[config.mk]
export PLATFORM = sky130hd
export DESIGN_NAME = uart_rx
export DESIGN_NICKNAME = d
export VERILOG_FILES = /design/src/rtl/uart_rx.sv
export SDC_FILE = /design/constraint.sdc
export NUM_CORES = 1
export LEC_CHECK = 0
export CAP_MARGIN = 20
export CORE_MARGIN = 2
export CORE_UTILIZATION = 45
export DETAILED_ROUTE_END_ITERATION = 10
export SLEW_MARGIN = 20
export SYNTH_ARGS = -nofsm -noshare
export SYNTH_HDL_FRONTEND = slang
export SYNTH_SLANG_ARGS = --single-unit
[constraint.sdc]
create_clock -name i_clk -period 3.3 [get_ports i_clk]
set_clock_uncertainty 0.05 [all_clocks]
set_input_delay 0.66 -clock i_clk [delete_from_list [all_inputs] [get_ports i_clk]]
set_output_delay 0.66 -clock i_clk [all_outputs]
set_load 0.03 [all_outputs]
[src/rtl/uart_rx.sv]
// UART receiver: 8N1 frames on i_rx to parallel bytes, mid-bit sampling, glitch-start
// rejection, framing-error report and line-break wait. UART_RX_PARITY_EN selects 8E1.
module uart_rx #(
  parameter int CLKS_PER_BIT = 16
) (
  input  logic       i_clk,
  input  logic       i_rst_n,
  input  logic       i_rx,
  output logic [7:0] o_rx_byte,
  output logic       o_rx_byte_rdy,
  output logic       o_rx_frame_err,
  output logic       o_rx_parity_err,
  output logic       o_rx_busy
);

  localparam logic [13:0] BIT_LAST = 14'(CLKS_PER_BIT - 1);
  localparam logic [13:0] HALF     = 14'((CLKS_PER_BIT - 1) >> 1);

  typedef enum logic [2:0] {
    S_IDLE,
    S_START,
    S_DATA,
`ifdef UART_RX_PARITY_EN
    S_PARITY,
`endif
    S_STOP,
    S_DONE,
    S_BREAK
  } state_t;

  state_t      state_q, state_d;
  logic        rx_meta_q, rx_s_q;
  logic [13:0] cnt_q, cnt_d;
  logic [2:0]  idx_q, idx_d;
  logic [7:0]  shift_q, shift_d;
  logic [7:0]  byte_q, byte_d;
  logic        rdy_q, rdy_d;
  logic        ferr_q, ferr_d;
`ifdef UART_RX_PARITY_EN
  logic        par_q, par_d;
  logic        perr_q, perr_d;
`endif

  always_comb begin
    state_d = state_q;
    cnt_d   = cnt_q + 14'd1;
    idx_d   = idx_q;
    shift_d = shift_q;
    byte_d  = byte_q;
    rdy_d   = 1'b0;
    ferr_d  = 1'b0;
`ifdef UART_RX_PARITY_EN
    par_d   = par_q;
    perr_d  = 1'b0;
`endif
    unique case (state_q)
      S_IDLE: begin
        cnt_d = '0;
        idx_d = '0;
        if (!rx_s_q) state_d = S_START;
      end
      S_START: begin
        // Recheck at mid start bit; a line already back high was a glitch
        if (cnt_q == HALF) state_d = rx_s_q ? S_IDLE : S_DATA;
      end
      S_DATA: begin
        if (cnt_q == BIT_LAST) begin
          shift_d[idx_q] = rx_s_q;
          cnt_d          = '0;
          if (idx_q == 3'd7) begin
`ifdef UART_RX_PARITY_EN
            state_d = S_PARITY;
`else
            state_d = S_STOP;
`endif
          end else begin
            idx_d = idx_q + 3'd1;
          end
        end
      end
`ifdef UART_RX_PARITY_EN
      S_PARITY: begin
        if (cnt_q == BIT_LAST) begin
          par_d   = rx_s_q;
          state_d = S_STOP;
        end
      end
`endif
      S_STOP: begin
        if (cnt_q == BIT_LAST) begin
          byte_d = shift_q;
          if (rx_s_q) begin
            rdy_d   = 1'b1;
`ifdef UART_RX_PARITY_EN
            perr_d  = (^shift_q) != par_q;
`endif
            state_d = S_DONE;
          end else begin
            ferr_d  = 1'b1;
            state_d = S_BREAK;
          end
        end
      end
      S_DONE: state_d = S_IDLE;
      S_BREAK: begin
        // Line held low past the stop bit: ignore it until it returns high
        cnt_d = '0;
        if (rx_s_q) state_d = S_IDLE;
      end
      default: state_d = S_IDLE;
    endcase
    if (state_d != state_q) cnt_d = '0;
  end

  always_ff @(posedge i_clk or negedge i_rst_n) begin
    if (!i_rst_n) begin
      rx_meta_q <= 1'b1;
      rx_s_q    <= 1'b1;
      state_q   <= S_IDLE;
      cnt_q     <= '0;
      idx_q     <= '0;
      shift_q   <= '0;
      byte_q    <= '0;
      rdy_q     <= 1'b0;
      ferr_q    <= 1'b0;
`ifdef UART_RX_PARITY_EN
      par_q     <= 1'b0;
      perr_q    <= 1'b0;
`endif
    end else begin
      rx_meta_q <= i_rx;
      rx_s_q    <= rx_meta_q;
      state_q   <= state_d;
      cnt_q     <= cnt_d;
      idx_q     <= idx_d;
      shift_q   <= shift_d;
      byte_q    <= byte_d;
      rdy_q     <= rdy_d;
      ferr_q    <= ferr_d;
`ifdef UART_RX_PARITY_EN
      par_q     <= par_d;
      perr_q    <= perr_d;
`endif
    end
  end

  assign o_rx_byte      = byte_q;
  assign o_rx_byte_rdy  = rdy_q;
  assign o_rx_frame_err = ferr_q;
  assign o_rx_busy      = (state_q != S_IDLE);
`ifdef UART_RX_PARITY_EN
  assign o_rx_parity_err = perr_q;
`else
  assign o_rx_parity_err = 1'b0;
`endif

endmodule

==> impl_metrics.csv, run 1 <==
group,metric,value,unit
run_status,status,"finished clean",
place,place_hpwl,2.56,mm
critical_path,r2r_cells,6,
critical_path,path_max_fanout,13,
yosys,synth.yosys.seq_area_share,50.3,%
place,dpl-instance-area,2140,µm²
floorplanning,io_pins,15,
cells_and_area,drive_gt1_share,15.8,%
cells_and_area,syn2layout_area_growth,13.9,%
cells_and_area,final_cell_mix,"dfrtp_1, nor2_1, mux2_2",
place,io_buffers,13,
cells_and_area,nFillCells,384,
critical_path,cp.required,2.59,ns
grt,grt_start_max_net_pins,41,
routing,drc,0,
routing,vias_per_cell,5.61,
cells_and_area,final_cells,248,
cells_and_area,final_core_utilization,52.6,%
yosys,ys_warn_count,0,
yosys,syn_inst,184,
flow_run,cap_violations,0,
floorplanning,core,4320,µm²
sta,tns,0,ns
routing,drt_iter0_markers,150,
cts,hold_buffers,0,
grt,grt_pass1_vias,1433,
cells_and_area,postLayoutCellArea,2270,µm²
sta,relSlewSlack,40.8,%
place,dpl_worst_slack,1.04,ns
power_and_ir_drop,vdd_ir_drop_max,0.000254,V
place,place.gp.congestion,0.817,
cells_and_area,final_common_cell,"dfrtp_1",
sta,slew_violations,0,
yosys,synthesis.nets,190,
routing,dr.pass1.iters,4,
critical_path,crit_start,"state_q[2]",
place,place_inst,240,
sta,fin_ws,0.716,ns
power_and_ir_drop,power.density,596,nW/µm²
routing,drt_wl_total,3.82,mm
cts,cts_setup_buffers,0,
cells_and_area,diodes,0,
min_path,hold_class,"flop to flop",
cells_and_area,multi_input_area,915,µm²
cts,clock_latency,0.30,ns
critical_path,arrival,1.87,ns
grt,grt-ovfl-total,0,
power_and_ir_drop,p_leak,0.956,nW
cts,cts.reportedPaths.clkPinSlew,0.07,ns
grt,grt_pass1_wl,6.98,mm
cts,clock_sinks,40,
cts,cts_resized,0,
power_and_ir_drop,p_total,1.36,mW
sta,rsz0062_at_grt,"no",
critical_path,cp-end-kind,"primary output",
critical_path,startpoint_type,"flop",
floorplanning,num_rows,24,
sta,hold_viol,0,
min_path,holdPathStages,0,
yosys,synth_edf_count,0,
sta,fin_hold_ws,0.309,ns
yosys,synthFlopType,"dfrtp_1",
floorplanning,die_height,70.6,µm
cells_and_area,nNetsFinal,201,
sta,finalCritPeriodShare,78.3,%
floorplanning,die_x,70.6,µm
sta,worst_slew_pin_slew,0.888,ns
cts,cts_root_buf,"clkbuf_8",
cells_and_area,register_area,1000,µm²
floorplanning,design.die.area,4990,µm²
cts,cts_max_path_buffers,2,
yosys,ys_seq_elements,40,
yosys,avgSynthCellArea,10.9,µm²
min_path,min_from,"rx_meta_q",
sta,fmax,387,MHz
yosys,yosys.cell_types.count,43,
cts,numCtsBuffers,5,
cts,htreeDepth,2,
critical_path,critPathKind,"flop to primary output",
grt,grt_use_total,17.8,%
routing,wl_per_cell,15.4,µm
routing,vias,1391,
critical_path,r2r_start,"idx_q[1]",
grt,antenna_found_initial,0,
routing,final_antenna_net_count,0,
cts,cts_tree,"yes",
floorplanning,initial_core_util,46.2,%
yosys,synth.cell_area,2000,µm²
sta,setup_viol,0,
sta,min_period,2.58,ns
yosys,async_flop_share,100,%
==> sequential cells by signal, summed over array words and instances, names as in the netlist <==
| name | count |
|---|---|
| rx_meta_q | 1 |
| o_rx_frame_err | 1 |
| rx_s_q | 1 |
| state_q | 3 |
| cnt_q | 14 |
| o_rx_byte_rdy | 1 |
| o_rx_byte | 8 |
| idx_q | 3 |
| shift_q | 8 |
==> cells in the mapped netlist (4+ instances only) <==
library cell	instances	share of area [%]
nor2_1	16	3.0
inv_1	7	1.3
clkbuf_1	4	0.75
mux2_2	15	8.5
o211ai_1	6	2.3
xnor2_1	10	4.4
nand2_1	11	2.1
nand3_1	10	2.5
dfrtp_1	38	48
nor3_1	10	2.5
nor4_1	9	2.8
==> critical path, stage by stage, from the launching register on <==
cell	delay, ns
dfrtp_1	0.50
nor2_1	0.39
nand2_1	0.10
clkdlybuf4s50_1	0.60
==> kinds of logic (layout without fill, tap and decap cells) <==
| logic type | Yosys count | after routing | share of synthesized area, % |
|---|---|---|---|
| other cells | 1 | 1 | 0.188 |
| xor+xnor | 13 | 13 | 5.70 |
| fa+ha+maj | 3 | 3 | 1.88 |
| buf+inv | 17 | 29 | 3.95 |
| compound gates | 20 | 20 | 7.02 |
| flops | 40 | 40 | 50.3 |
| mux | 16 | 16 | 9.02 |
| simple gates | 74 | 74 | 22.0 |
==> path summary, 6_finish.rpt <==
check / endpoint / slack, ns
setup reg to reg: cnt_q[1] / 1.15
hold reg to reg: rx_s_q / 0.31
setup / recovery: o_rx_busy / 0.72
hold / removal: rx_s_q / 0.31
max in group asynchronous: cnt_q[7] / 2.21
min in group asynchronous: idx_q[1] / 0.42
==> power by group <==
group | internal (mW) | switching (mW)
combinational | 0.105 | 0.178
clock | 0.302 | 0.170
sequential | 0.529 | 0.0726
==> layout make-up <==
| type | instances | share of cell area (%) |
|---|---|---|
| inverter | 7 | 1.16 |
| clock buffer | 6 | 3.19 |
| sequential | 40 | 44.1 |
| timing repair buffer | 14 | 5.83 |
| clock inverter | 2 | 2.64 |
| multi-input combinational | 127 | 40.2 |
| tap | 52 | 2.86 |
==> routing by layer <==
layer	GRT usage (%)	vias up	part of all wire (%)
li1	-	683	-
met1	25.6	666	50
met2	26.3	36	44
met3	4.84	6	4.4
met4	5.87	0	1.5
met5	0	-	0
Power figures use the tool's default switching activity.
==> inputs of run 2 (changes only) <==
--- a/config.mk
+++ b/config.mk
@@ -9,6 +9,7 @@
 export CORE_MARGIN = 2
 export CORE_UTILIZATION = 45
 export DETAILED_ROUTE_END_ITERATION = 10
+export PLACE_DENSITY = 0.66
 export SLEW_MARGIN = 20
 export SYNTH_ARGS = -nofsm -noshare
 export SYNTH_HDL_FRONTEND = slang
==> constraint.sdc (replaced) <==
create_clock -name i_clk -period 2.29 [get_ports i_clk]
set_clock_uncertainty 0.05 [all_clocks]
set_input_delay 0.458 -clock i_clk [delete_from_list [all_inputs] [get_ports i_clk]]
set_output_delay 0.458 -clock i_clk [all_outputs]
set_load 0.03 [all_outputs]
==> impl_metrics.csv, run 2 (same netlist as run 1, synthesis figures left out) <==
group,metric,value,unit
flow_run,cap_violations,0,
grt,grt_pass1_vias,1414,
cts,clock_sinks,40,
cells_and_area,largest_reg_flops,14,
sta,min_period,2.13,ns
sta,hold_viol,0,
min_path,hold_class,"input port to asynchronous set/reset pin",
critical_path,path_max_fanout,8,
sta,relSlewSlack,40.2,%
routing,drt_wl_total,3.86,mm
routing,drt_iter0_markers,150,
cells_and_area,final_core_utilization,53.0,%
cells_and_area,final_cell_mix,"dfrtp_1, nor2_1, mux2_2",
sta,setup_viol,0,
cells_and_area,syn2layout_area_growth,14.7,%
grt,antenna_found_initial,0,
cts,cts_tree,"yes",
cells_and_area,diodes,0,
critical_path,cp.required,1.78,ns
floorplanning,num_rows,24,
critical_path,startpoint_type,"flop",
critical_path,cp_top_family,"buffers and inverters",
routing,vias,1439,
critical_path,cp_slowest_cell,"clkdlybuf4s50_1",
sta,fmax,470,MHz
critical_path,critPathMaxStageDelay,0.66,ns
floorplanning,io_pins,15,
routing,dr.pass1.iters,5,
cells_and_area,regMostFlops,"cnt_q",
routing,drc,0,
sta,rsz0062_at_grt,"no",
place,dpl_worst_slack,0.184,ns
grt,grt-ovfl-total,0,
cts,cts_root_buf,"clkbuf_8",
floorplanning,die_x,70.6,µm
place,place_hpwl,2.64,mm
grt,grt_use_total,17.6,%
cts,cts_setup_buffers,0,
critical_path,cp_num_buf_inv,1,
cts,numCtsBuffers,5,
cells_and_area,nNetsFinal,205,
sta,worst_slew_pin_slew,0.896,ns
cells_and_area,drive_gt1_share,19.0,%
sta,fin_ws,0.162,ns
cts,cts_max_path_buffers,2,
power_and_ir_drop,vdd_ir_drop_max,0.000309,V
critical_path,crit_chain,"nor2_1 > nand2_1 > clkdlybuf4s50_1",
sta,slew_violations,0,
critical_path,cp-end-kind,"primary output",
grt,grt_start_max_net_pins,41,
run_status,status,"finished clean",
cts,clock_latency,0.30,ns
cts,htreeDepth,2,
floorplanning,design.die.area,4990,µm²
power_and_ir_drop,power.density,830,nW/µm²
sta,finalCritPeriodShare,92.9,%
critical_path,critPathKind,"flop to primary output",
routing,vias_per_cell,5.71,
place,place.gp.congestion,0.855,
critical_path,arrival,1.62,ns
place,io_buffers,13,
grt,grt_pass1_wl,6.93,mm
routing,final_antenna_net_count,0,
sta,tns,0,ns
floorplanning,die_height,70.6,µm
routing,wl_per_cell,15.3,µm
cells_and_area,final_common_cell,"dfrtp_1",
floorplanning,initial_core_util,46.2,%
cts,cts.reportedPaths.clkPinSlew,0.09,ns
floorplanning,core,4320,µm²
power_and_ir_drop,p_leak,0.964,nW
[run 2: path summary, 6_finish.rpt]
| kind | from | endpoint | slack [ns] | cells past startpoint |
|---|---|---|---|---|
| hold reg to reg | rx_meta_q | rx_s_q | 0.31 | 0 |
| hold / removal | i_rst_n | idx_q[2] | 0.23 | 1 |
| min in group i_clk | rx_meta_q | rx_s_q | 0.31 | 0 |
| setup reg to reg | cnt_q[0] | shift_q[6] | 0.18 | 5 |
| setup / recovery | state_q[0] | o_rx_busy | 0.16 | 3 |
| max in group asynchronous | i_rst_n | state_q[2] | 1.35 | 1 |
[run 2: layer usage]
metal,global-route usage [%],up-vias,part of all wire (%)
met2,25.6,29,47
li1,-,687,-
met4,7.13,0,1.6
met1,25.3,717,47
met5,0,-,0
met3,4.70,6,3.9
[run 2: per-stage QoR]
step / hold slack [ns] / cell area, µm² / power, mW / instances
floorplan: 0.112 / 2000 / 1.17 / 184
global placement: 0.296 / 2170 / 1.29 / 244
detailed placement: 0.299 / 2170 / 1.33 / 244
CTS: 0.256 / 2280 / 1.90 / 252
global route: 0.287 / 2290 / 2.01 / 252
finish: 0.227 / 2290 / 1.90 / 252
[run 2: layout make-up]
| cell class | count | area (µm²) |
|---|---|---|
| Clock buffer | 5 | 68.8 |
| Tap cell | 52 | 65.1 |
| Fill cell | 383 | 2030 |
| Inverter | 7 | 26.3 |
| Sequential cell | 40 | 1000 |
| Multi-Input combinational cell | 127 | 921 |
| Timing Repair Buffer | 18 | 163 |
| Clock inverter | 3 | 42.5 |
[run 2: where the power goes]
part           switching, mW  internal [mW]  total (mW)  leakage (nW)
sequential            0.0792          0.762       0.842         0.541
clock                  0.254          0.322       0.577        0.0541
combinational          0.305          0.178       0.483         0.369
total                  0.638           1.26        1.90         0.964
[run 2: timing repair]
action                                  CTS  global route
hold endpoints to repair                  0             0
hold buffers                              0             0
endpoints found under the setup margin    0             4
gates resized for setup                   0             2
==> inputs of run 3 (changes only) <==
--- a/config.mk
+++ b/config.mk
@@ -5,7 +5,6 @@
 export SDC_FILE = /design/constraint.sdc
 export NUM_CORES = 1
 export LEC_CHECK = 0
-export CAP_MARGIN = 20
 export CORE_MARGIN = 2
 export CORE_UTILIZATION = 45
 export DETAILED_ROUTE_END_ITERATION = 10
==> results of run 3 <==
No change in the layout: final DEF, timing and power equal those of run 2.
